===== src/rtl/game_pkg.sv =====
// Shared types and constants for the game supervisor.
//   game_state_t : READY / PLAY / DYING / OVER encoding driven on game_state
//   KEY_W        : keyboard code of the flap/start key
//   SCREEN_W/H   : visible screen size in pixels
//   COORD_W      : bit width of a screen coordinate
package game_pkg;

    typedef enum logic [1:0] {
        READY = 2'd0,
        PLAY  = 2'd1,
        DYING = 2'd2,
        OVER  = 2'd3
    } game_state_t;

    localparam logic [7:0] KEY_W    = 8'h1A;
    localparam int         SCREEN_W = 640;
    localparam int         SCREEN_H = 480;
    localparam int         COORD_W  = $clog2(SCREEN_W);

endpackage


===== src/rtl/bcd_counter2.sv =====
// Two-digit BCD counter that saturates at 99.
//   clk, rst_n : clock, asynchronous active-low reset (clears to 00)
//   inc_i      : add one this cycle (ignored at 99)
//   clr_i      : synchronous clear to 00, wins over inc_i
//   tens_o     : BCD tens digit
//   ones_o     : BCD ones digit
module bcd_counter2 (
    input  logic       clk,
    input  logic       rst_n,
    input  logic       inc_i,
    input  logic       clr_i,
    output logic [3:0] tens_o,
    output logic [3:0] ones_o
);

    logic [3:0] tens_q, tens_d;
    logic [3:0] ones_q, ones_d;

    always_comb begin
        tens_d = tens_q;
        ones_d = ones_q;
        if (clr_i) begin
            tens_d = 4'd0;
            ones_d = 4'd0;
        end else if (inc_i && !(tens_q == 4'd9 && ones_q == 4'd9)) begin
            if (ones_q == 4'd9) begin
                ones_d = 4'd0;
                tens_d = tens_q + 4'd1;
            end else begin
                ones_d = ones_q + 4'd1;
            end
        end
    end

    always_ff @(posedge clk or negedge rst_n) begin
        if (!rst_n) begin
            tens_q <= 4'd0;
            ones_q <= 4'd0;
        end else begin
            tens_q <= tens_d;
            ones_q <= ones_d;
        end
    end

    assign tens_o = tens_q;
    assign ones_o = ones_q;

endmodule


===== src/rtl/game_ctrl.sv =====
// Per-frame game supervisor: READY/PLAY/DYING/OVER state machine, ball vs
// pipe/ground collision, pass detection and a saturating 2-digit BCD score.
//   frame_clk  : frame-rate clock, everything advances once per frame
//   Reset      : asynchronous active-low reset
//   keycode    : current keyboard code (KEY_W = flap/start)
//   BallX/Y/S  : ball centre and half-size
//   PipeX      : pipe left edge (scrolls left, wraps to a large value)
//   GapY       : top of the pipe gap, gap spans [GapY, GapY+GAP_H)
//   game_state : current state (0 READY, 1 PLAY, 2 DYING, 3 OVER)
//   game_active: high only in PLAY, gates the ball motion
//   flash      : blink bit while DYING
//   score_tens/score_ones : BCD score digits
// All outputs are registers or decodes of registers.
module game_ctrl
    import game_pkg::*;
#(
    parameter logic [COORD_W-1:0] PIPE_W       = 10'd60,
    parameter logic [COORD_W-1:0] GAP_H        = 10'd120,
    parameter logic [COORD_W-1:0] GROUND_Y     = COORD_W'(SCREEN_H - 1),
    parameter logic [7:0]         DEATH_FRAMES = 8'd60,
    parameter logic [3:0]         FLASH_DIV    = 4'd8
) (
    input  logic               frame_clk,
    input  logic               Reset,
    input  logic [7:0]         keycode,
    input  logic [COORD_W-1:0] BallX,
    input  logic [COORD_W-1:0] BallY,
    input  logic [COORD_W-1:0] BallS,
    input  logic [COORD_W-1:0] PipeX,
    input  logic [COORD_W-1:0] GapY,
    output logic [1:0]         game_state,
    output logic               game_active,
    output logic               flash,
    output logic [3:0]         score_tens,
    output logic [3:0]         score_ones
);

    localparam int EW = COORD_W + 1;  // one extra bit so X+S never overflows

    game_state_t        state_q, state_d;
    logic [7:0]         death_cnt_q, death_cnt_d;
    logic               flash_q, flash_d;
    logic               scored_q, scored_d;
    logic [7:0]         prev_key_q;
    logic [COORD_W-1:0] prev_pipex_q;

    logic          key_press, hit, pass, wrap;
    logic          last_death_frame, flash_toggle;
    logic          score_inc, score_clr;
    logic [EW-1:0] ball_l, ball_r, ball_t, ball_b, pipe_r, gap_b;

    // ---------------- event and geometry decode ----------------
    assign key_press = (keycode == KEY_W) && (prev_key_q != KEY_W);

    // Left/top edges clamp at 0 instead of wrapping when the ball touches
    // the screen border.
    assign ball_l = (BallX >= BallS) ? {1'b0, BallX - BallS} : '0;
    assign ball_t = (BallY >= BallS) ? {1'b0, BallY - BallS} : '0;
    assign ball_r = {1'b0, BallX} + {1'b0, BallS};
    assign ball_b = {1'b0, BallY} + {1'b0, BallS};
    assign pipe_r = {1'b0, PipeX} + {1'b0, PIPE_W};
    assign gap_b  = {1'b0, GapY} + {1'b0, GAP_H};

    assign hit = (ball_b >= {1'b0, GROUND_Y})
              || ((ball_r >= {1'b0, PipeX}) && (ball_l < pipe_r)
                  && ((ball_t < {1'b0, GapY}) || (ball_b >= gap_b)));

    // scored_q keeps one pipe from scoring on every frame after it is passed.
    assign pass = (pipe_r <= ball_l) && !scored_q;

    // The pipe only moves left, so any increase in PipeX is a wrap.
    assign wrap = PipeX > prev_pipex_q;

    assign last_death_frame = death_cnt_q == (DEATH_FRAMES - 8'd1);
    assign flash_toggle     = (death_cnt_q % {4'd0, FLASH_DIV})
                              == {4'd0, FLASH_DIV - 4'd1};

    // ---------------- FSM: state register ----------------
    // NOTE: sequential state uses non-blocking (<=) so every register
    // samples pre-edge values; blocking here would create ordering races.
    always_ff @(posedge frame_clk or negedge Reset) begin
        if (!Reset) state_q <= READY;
        else        state_q <= state_d;
    end

    // ---------------- FSM: next state ----------------
    // NOTE: each combinational output gets a default first, so no path
    // leaves it unassigned and no latch is inferred.
    always_comb begin
        state_d = state_q;
        unique case (state_q)
            READY: if (key_press)        state_d = PLAY;
            PLAY:  if (hit)              state_d = DYING;
            DYING: if (last_death_frame) state_d = OVER;
            OVER:  if (key_press)        state_d = READY;
        endcase
    end

    // ---------------- FSM: outputs ----------------
    always_comb begin
        game_state  = state_q;
        game_active = (state_q == PLAY);
    end

    // ---------------- datapath next-state ----------------
    always_comb begin
        death_cnt_d = death_cnt_q;
        flash_d     = flash_q;
        scored_d    = scored_q;
        score_inc   = 1'b0;
        score_clr   = 1'b0;
        unique case (state_q)
            READY: ;
            PLAY: begin
                // Hit wins over pass; wrap wins over pass (re-arm only).
                if (hit) begin
                    death_cnt_d = 8'd0;
                    flash_d     = 1'b0;
                end else if (wrap) begin
                    scored_d = 1'b0;
                end else if (pass) begin
                    score_inc = 1'b1;
                    scored_d  = 1'b1;
                end
            end
            DYING: begin
                death_cnt_d = death_cnt_q + 8'd1;
                if (last_death_frame) flash_d = 1'b0;
                else if (flash_toggle) flash_d = !flash_q;
            end
            OVER: begin
                if (key_press) begin
                    score_clr = 1'b1;
                    scored_d  = 1'b0;
                end
            end
        endcase
    end

    always_ff @(posedge frame_clk or negedge Reset) begin
        if (!Reset) begin
            death_cnt_q  <= 8'd0;
            flash_q      <= 1'b0;
            scored_q     <= 1'b0;
            prev_key_q   <= 8'h00;
            prev_pipex_q <= '0;
        end else begin
            death_cnt_q  <= death_cnt_d;
            flash_q      <= flash_d;
            scored_q     <= scored_d;
            prev_key_q   <= keycode;
            prev_pipex_q <= PipeX;
        end
    end

    assign flash = flash_q;

    bcd_counter2 u_score (
        .clk    (frame_clk),
        .rst_n  (Reset),
        .inc_i  (score_inc),
        .clr_i  (score_clr),
        .tens_o (score_tens),
        .ones_o (score_ones)
    );

endmodule

===== config.mk =====
export PLATFORM = sky130hd
export DESIGN_NAME = game_ctrl
export DESIGN_NICKNAME = d
export VERILOG_FILES = /design/src/rtl/game_pkg.sv /design/src/rtl/bcd_counter2.sv /design/src/rtl/game_ctrl.sv
export SDC_FILE = /design/constraint.sdc
export NUM_CORES = 1
export LEC_CHECK = 0
export BUFFER_PORTS_ARGS = -buffer_cell sky130_fd_sc_hd__clkbuf_2
export CORE_MARGIN = 4
export CORE_UTILIZATION = 45
export CTS_BUF_LIST = sky130_fd_sc_hd__clkbuf_16
export DETAILED_ROUTE_END_ITERATION = 8
export PLACE_DENSITY = 0.65
export RECOVER_POWER = 50
export SYNTH_ARGS = -nofsm -noshare
export SYNTH_HDL_FRONTEND = slang
export SYNTH_SLANG_ARGS = --single-unit

===== constraint.sdc =====
create_clock -name frame_clk -period 2.44 [get_ports frame_clk]
set_input_delay 0.366 -clock frame_clk [delete_from_list [all_inputs] [get_ports frame_clk]]
set_output_delay 0.366 -clock frame_clk [all_outputs]
set_load 0.005 [all_outputs]

# Word level (Yosys, flattened, before mapping)
# Cells that the tools add are included.
# W data, S select, Z words.
# word_totals
memories	0
ramBits	0
romBits	0
wordCells	93
out_inout_bits	12
regBits	38
latchBits	0
# classes
mul	0
order_cmp	9
shift	0
n_eq_ne	16
reduce_logical	21
bitwise_logic	0
n_div	0
mux	30
addsub	9
# op_table
cell	count
$mux W4	6
$add A10 B10 Y11	2
$ge A10 B10 Y1	2
$mux W10	2
$sub A10 B10 Y10	2
$pmux W8 S2	1
$mux W1	13
$add A10 B6 Y11 const B	1
$add A10 B7 Y11 const B	1
$ge A11 B10 Y1	1
$ge A11 B11 Y1	1
$ge A11 B9 Y1 const B	1
$le A11 B10 Y1	1
$lt A10 B11 Y1	1
$gt A10 B10 Y1	1
$lt A10 B10 Y1	1
$add A4 B1 Y4 const B	2
$add A8 B1 Y8 const B	1
$eq A4 B4 Y1 const B	2
$eq A8 B5 Y1 const B	1
$eq A8 B6 Y1 const B	1
$mux W2	4
$mux W8	1
$ne A2 B2 Y1 const B	4
17 further kinds	32

# Logic depth before layout (Yosys ltp)
# logic_depth
depth_word	11
mapped_depth	24
mapped_depth_nobuf	22

# Hierarchy
# Synthesis repeated with hierarchy kept, for this count alone.
# hier_totals
cells_unflattened	601
area_unflattened_um2	5016.1
# by_module_without_submodules
mod	area_per_inst_um2	seq_area_each_um2	cells_per_inst	instances
game_ctrl	4525.6	750.7	551	1
bcd_counter2	490.5	200.2	50	1

# Worst setup path after synthesis
# No wires, ideal clock.
# synth_path
path_type	input -> register
startpoint	input BallX[0]
endpoint	register u_score.tens_q[1] (netlist: u_score.tens_o[1])
t_required_ns	2.346
setup_ns	0.094
t_arrival_ns	4.314
stages	23
slack_ns	-1.968
cell_sequence	inv_1 ha_1 inv_1 fa_1 nand2_1 nand2_1 a21oi_1 nor2_1 o31ai_1 nand2_1 a21o_1 clkbuf_1 nand3_1 ha_1 a2111oi_0 o21ai_0 o211a_1 nor3_1 a21bo_2 nor4_4 a21boi_2 a21oi_1 a211oi_1
# synth_between
elab_chain_cells	11
elab_cells_between_ends	18
classes_between	add/sub (2); order compare (4); mux (5); reduce/logical (7)
# synth_lines
item	line	text
start: declaration	game_ctrl.sv:26	input logic [COORD_W-1:0] BallX,
$sub A10 B10 Y10 or $ge A10 B10 Y1 (tied branches)	game_ctrl.sv:57	assign ball_l = (BallX >= BallS) ? {1'b0, BallX - BallS} : '0;
$mux W10	game_ctrl.sv:57	
$le A11 B10 Y1 or $lt A10 B11 Y1 (tied branches)	game_ctrl.sv:69, game_ctrl.sv:65	
$logic_and A1 B1 Y1, on equally long branches	game_ctrl.sv:69, game_ctrl.sv:65	
$mux W1 or $logic_and A1 B1 Y1 (tied branches)	game_ctrl.sv:121, game_ctrl.sv:66	
$mux W1 or $logic_or A1 B1 Y1 (tied branches)	game_ctrl.sv:119, game_ctrl.sv:65	
$mux W1 (*)	game_ctrl.sv:116	if (hit) begin
$mux W1 (*)	game_ctrl.sv:112	unique case (state_q)
$logic_and A1 B1 Y1 (*)	bcd_counter2.sv:25	end else if (inc_i && !(tens_q == 4'd9 && ones_q == 4'd9)) begin
$reduce_bool A2 Y1 (no source line) (*)	-	
$reduce_and A2 Y1 (no source line) (*)	-	
end signal: assignment	bcd_counter2.sv:40	tens_q <= tens_d;
end: declaration	bcd_counter2.sv:16	logic [3:0] tens_q, tens_d;
# Mark *: on every way between the ends. The rest lies on a longest branch, timed or not.
# A chain may end at the register's enable or synchronous reset.

# Worst setup path in the final report
# layout_path
startpoint	input BallX[0]
endpoint	register u_score.ones_q[2] (netlist: u_score.ones_o[2])
# layout_between
elab_chain_cells	10
elab_cells_between_ends	17
classes_between	add/sub (2); order compare (4); mux (5); reduce/logical (6)
# layout_lines
item	line	text
$sub A10 B10 Y10 or $ge A10 B10 Y1 (tied branches)	game_ctrl.sv:57	
$mux W10	game_ctrl.sv:57	
$le A11 B10 Y1 or $lt A10 B11 Y1 (tied branches)	game_ctrl.sv:69, game_ctrl.sv:65	
$logic_and A1 B1 Y1, on equally long branches	game_ctrl.sv:69, game_ctrl.sv:65	
$mux W1 or $logic_and A1 B1 Y1 (tied branches)	game_ctrl.sv:121, game_ctrl.sv:66	
$mux W1 or $logic_or A1 B1 Y1 (tied branches)	game_ctrl.sv:119, game_ctrl.sv:65	
$mux W1 (*)	game_ctrl.sv:116	
$mux W1 (*)	game_ctrl.sv:112	
$logic_and A1 B1 Y1 (*)	bcd_counter2.sv:25	
$reduce_bool A2 Y1 (no source line) (*)	-	
end signal: assignment	bcd_counter2.sv:41	ones_q <= ones_d;
end: declaration	bcd_counter2.sv:17	logic [3:0] ones_q, ones_d;
# Marked as above.

==> impl_metrics.json <==
{
  "run_status": "finished, violations left",
  "violations": "max-capacitance violations, max-slew violations, negative setup slack",
  "crit_fanout": 8,
  "dpl.cell_count": 954,
  "arrival_ns": 4.33,
  "p_int_w": 0.00224,
  "total_leakage_power_nw": 3.75,
  "cts_root_buf": "clkbuf_16",
  "drive_above_1_share": 0.367,
  "netlist-cell-type-count": 66,
  "drtAntennaViolNets": 0,
  "drt_iter0_markers": 231,
  "drv_slew": 39,
  "cts_buffers": 5,
  "drc": 0,
  "required_ns": 2.65,
  "stdcell_count": 979,
  "floorplan.rows": 38,
  "post-route-period-util": 1.69,
  "start_util": 0.461,
  "synthCells": 594,
  "maxCapViolCount": 1,
  "grt_max_degree": 39,
  "ios": 72,
  "placed_area_um2": 6820,
  "path_class": "in -> reg",
  "totalWireLength_mm": 14.4,
  "syn_nets": 761,
  "diodes": 0,
  "crit_path_start_kind": "primary input",
  "dr.pass1.iters": 4,
  "worst_hold_startpoint": "keycode[4]",
  "grt_overflow": 0,
  "htreeDepth": 2,
  "hpwl_mm": 12.0,
  "synthesis.area_um2": 5000,
  "clk_latency_ns": 0.28,
  "holdPathStages": 1,
  "die_x_um": 113,
  "wl_per_cell_um": 14.7,
  "ff_latch_area_um2": 951,
  "cts_buffer_depth": 2,
  "clkSlewWorstSetupHoldPaths_ns": 0.06,
  "reg2reg_from": "prev_pipex_q[3]",
  "final_area_um2": 7300,
  "tightest_slew_ns": 2.03,
  "worstSetupStartpoint": "BallX[0]",
  "place.gp.congestion": 0.922,
  "postCtsHoldBufs": 0,
  "r2r_cells": 12,
  "final.min_clock_period_ns": 4.12,
  "vdd_drop_max_mv": 0.372,
  "portBuffers": 71,
  "viasPerCell": 5.24,
  "endpoint_kind": "flop",
  "vias": 5132,
  "rsz0062_at_grt": "true",
  "ys_ff_latch": 38,
  "ys_async_sr_fraction": 1.00,
  "relSlewSlack": -0.354,
  "antenna_found_initial": 0,
  "grt_use_total": 0.223,
  "tritoncts": "built",
  "netSwitchingFraction": 0.391,
  "pwr-share-seq": 0.231,
  "clock_sinks": 38,
  "multi_input_area_um2": 4040,
  "area_delta_synth_final_pct": 46.0,
  "ys_warn_count": 0,
  "clockPowerShare": 0.163,
  "grt_pass1_vias": 5431,
  "hold_path_class": "in -> reg",
  "final.setup_skew_ns": 0.00601,
  "power_frac_comb": 0.607,
  "power_switching_w": 0.00144,
  "synthFlopType": "dfrtp_1",
  "powerDensity_nw_per_um2": 504,
  "die_y_um": 113,
  "synth_area_per_cell_um2": 8.42,
  "grt_pass1_wl_mm": 24.1,
  "fin_nets": 1006,
  "coreArea_um2": 10800,
  "n_fill_cell": 915,
  "hold_viol": 0,
  "synth_edf_count": 0,
  "max_freq_ghz": 0.242,
  "die_area_um2": 12900,
  "yosysSeqAreaShare": 0.190,
  "worst_slack_ns": -1.68,
  "setup_violations": 20
}
## layout make-up
class	count	area share
multi-input combinational	475	0.554
timing repair buffer	254	0.238
sequential	38	0.130
inverter	65	0.0357
tap	140	0.0240
clock buffer	5	0.0171
clock inverter	2	0.00103
## power groups by stage
stage                     registers (W)  logic, W  clock network (W)
after floorplan                0.000828   0.00121                  0
after global placement         0.000841   0.00190                  0
after detailed placement       0.000851   0.00199                  0
after CTS                      0.000844   0.00210           0.000600
after global routing           0.000866   0.00247           0.000633
final                          0.000849   0.00223           0.000599
## per-stage QoR
stage,utilization,hold slack (ns),setup WS (ns),TNS [ns],power [W]
after detailed placement,0.629,0.490,-2.22,-39.76,0.00284
after CTS,0.656,0.207,-1.66,-31.80,0.00355
after global routing,0.673,0.208,-1.89,-35.89,0.00397
after global placement,0.629,0.486,-1.98,-36.42,0.00274
final,0.673,0.212,-1.68,-31.91,0.00368
after floorplan,-,0.0704,-1.76,-31.60,0.00203
## cell families (layout without fill, tap and decap cells)
| family | after synthesis | in the layout | synth area share |
|---|---|---|---|
| and+or+nand+nor | 174 | 174 | 0.184 |
| buffers and inverters | 81 | 326 | 0.0638 |
| DFF | 38 | 38 | 0.190 |
| xor gates and xnor gates | 36 | 36 | 0.0646 |
| adders and majority gates | 107 | 107 | 0.274 |
| AOI/OAI and AO/OA | 152 | 152 | 0.211 |
| muxes | 6 | 6 | 0.0125 |
## state kept, by name, summed over array words and instances, names as in the netlist
signal,flops
flash,1
prev_pipex_q,10
game_state,2
scored_q,1
u_score.tens_o,4
u_score.ones_o,4
prev_key_q,8
death_cnt_q,8
## layer usage
layer	track usage	up-vias	wire, µm
li1	-	2623	-
met3	0.0276	24	391
met2	0.424	81	7530
met4	0.0561	0	248
met5	0	-	0
met1	0.266	2404	6250
## cells in the mapped netlist (8+ instances only)
cell	count	area, µm²
xnor2_1	28	245
a21oi_1	44	220
nor2_1	45	169
nand2b_1	11	68.8
o21ai_0	19	95.1
nor2b_1	12	75.1
a21o_1	15	113
nand2_1	34	128
inv_1	64	240
nand4_1	12	75.1
and3_1	8	50.1
ha_1	103	1290
clkbuf_1	13	48.8
dfrtp_1	38	951
nand3_1	13	65.1
nor3_1	11	55.1
## repair_timing
action	in CTS	in global routing
buffers inserted	9	10
resized for setup	22	39
hold endpoints to repair	0	0
pin swaps	31	44
setup endpoints to repair	20	20
## worst max-delay path: stages
cell and delay (ns):
clkbuf_4 0.16, inv_12 0.05, ha_4 0.12, inv_2 0.04, fa_2 0.35, nand2_2 0.07
nand2_2 0.05, a21oi_2 0.16, nor2_2 0.06, o31ai_2 0.24, nand2_1 0.10, a21o_4 0.26
buf_4 0.14, o311ai_2 0.07, ha_1 0.20, nand4_1 0.10, or3_1 0.32, o211a_1 0.14
nor3_1 0.11, a21bo_2 0.26, nor4_4 0.24, buf_4 0.19, nand2_4 0.05, or3_4 0.33
a21oi_2 0.13
## path summary, 6_finish.rpt
check / slack (ns) / endpoint
max: -1.68 / u_score.ones_o[2]
max reg2reg: -0.10 / u_score.ones_o[2]
max in group asynchronous: 0.60 / prev_pipex_q[4]
min in group asynchronous: 0.66 / death_cnt_q[5]
min: 0.21 / prev_key_q[4]
min reg2reg: 0.53 / death_cnt_q[1]
## cells in the final DEF, fill, tap and decap left out, types with 11 or more instances in the layout
cell type and n:
buf_4 167, ha_1 99, inv_1 63, clkbuf_2 58
nor2_1 43, dfrtp_1 38, a21oi_1 36, nand2_1 31
xnor2_1 28, clkbuf_1 18, a21o_1 14, nand4_1 12
nor3_1 11, nor2b_1 11
(Power assumes the default switching activity.)
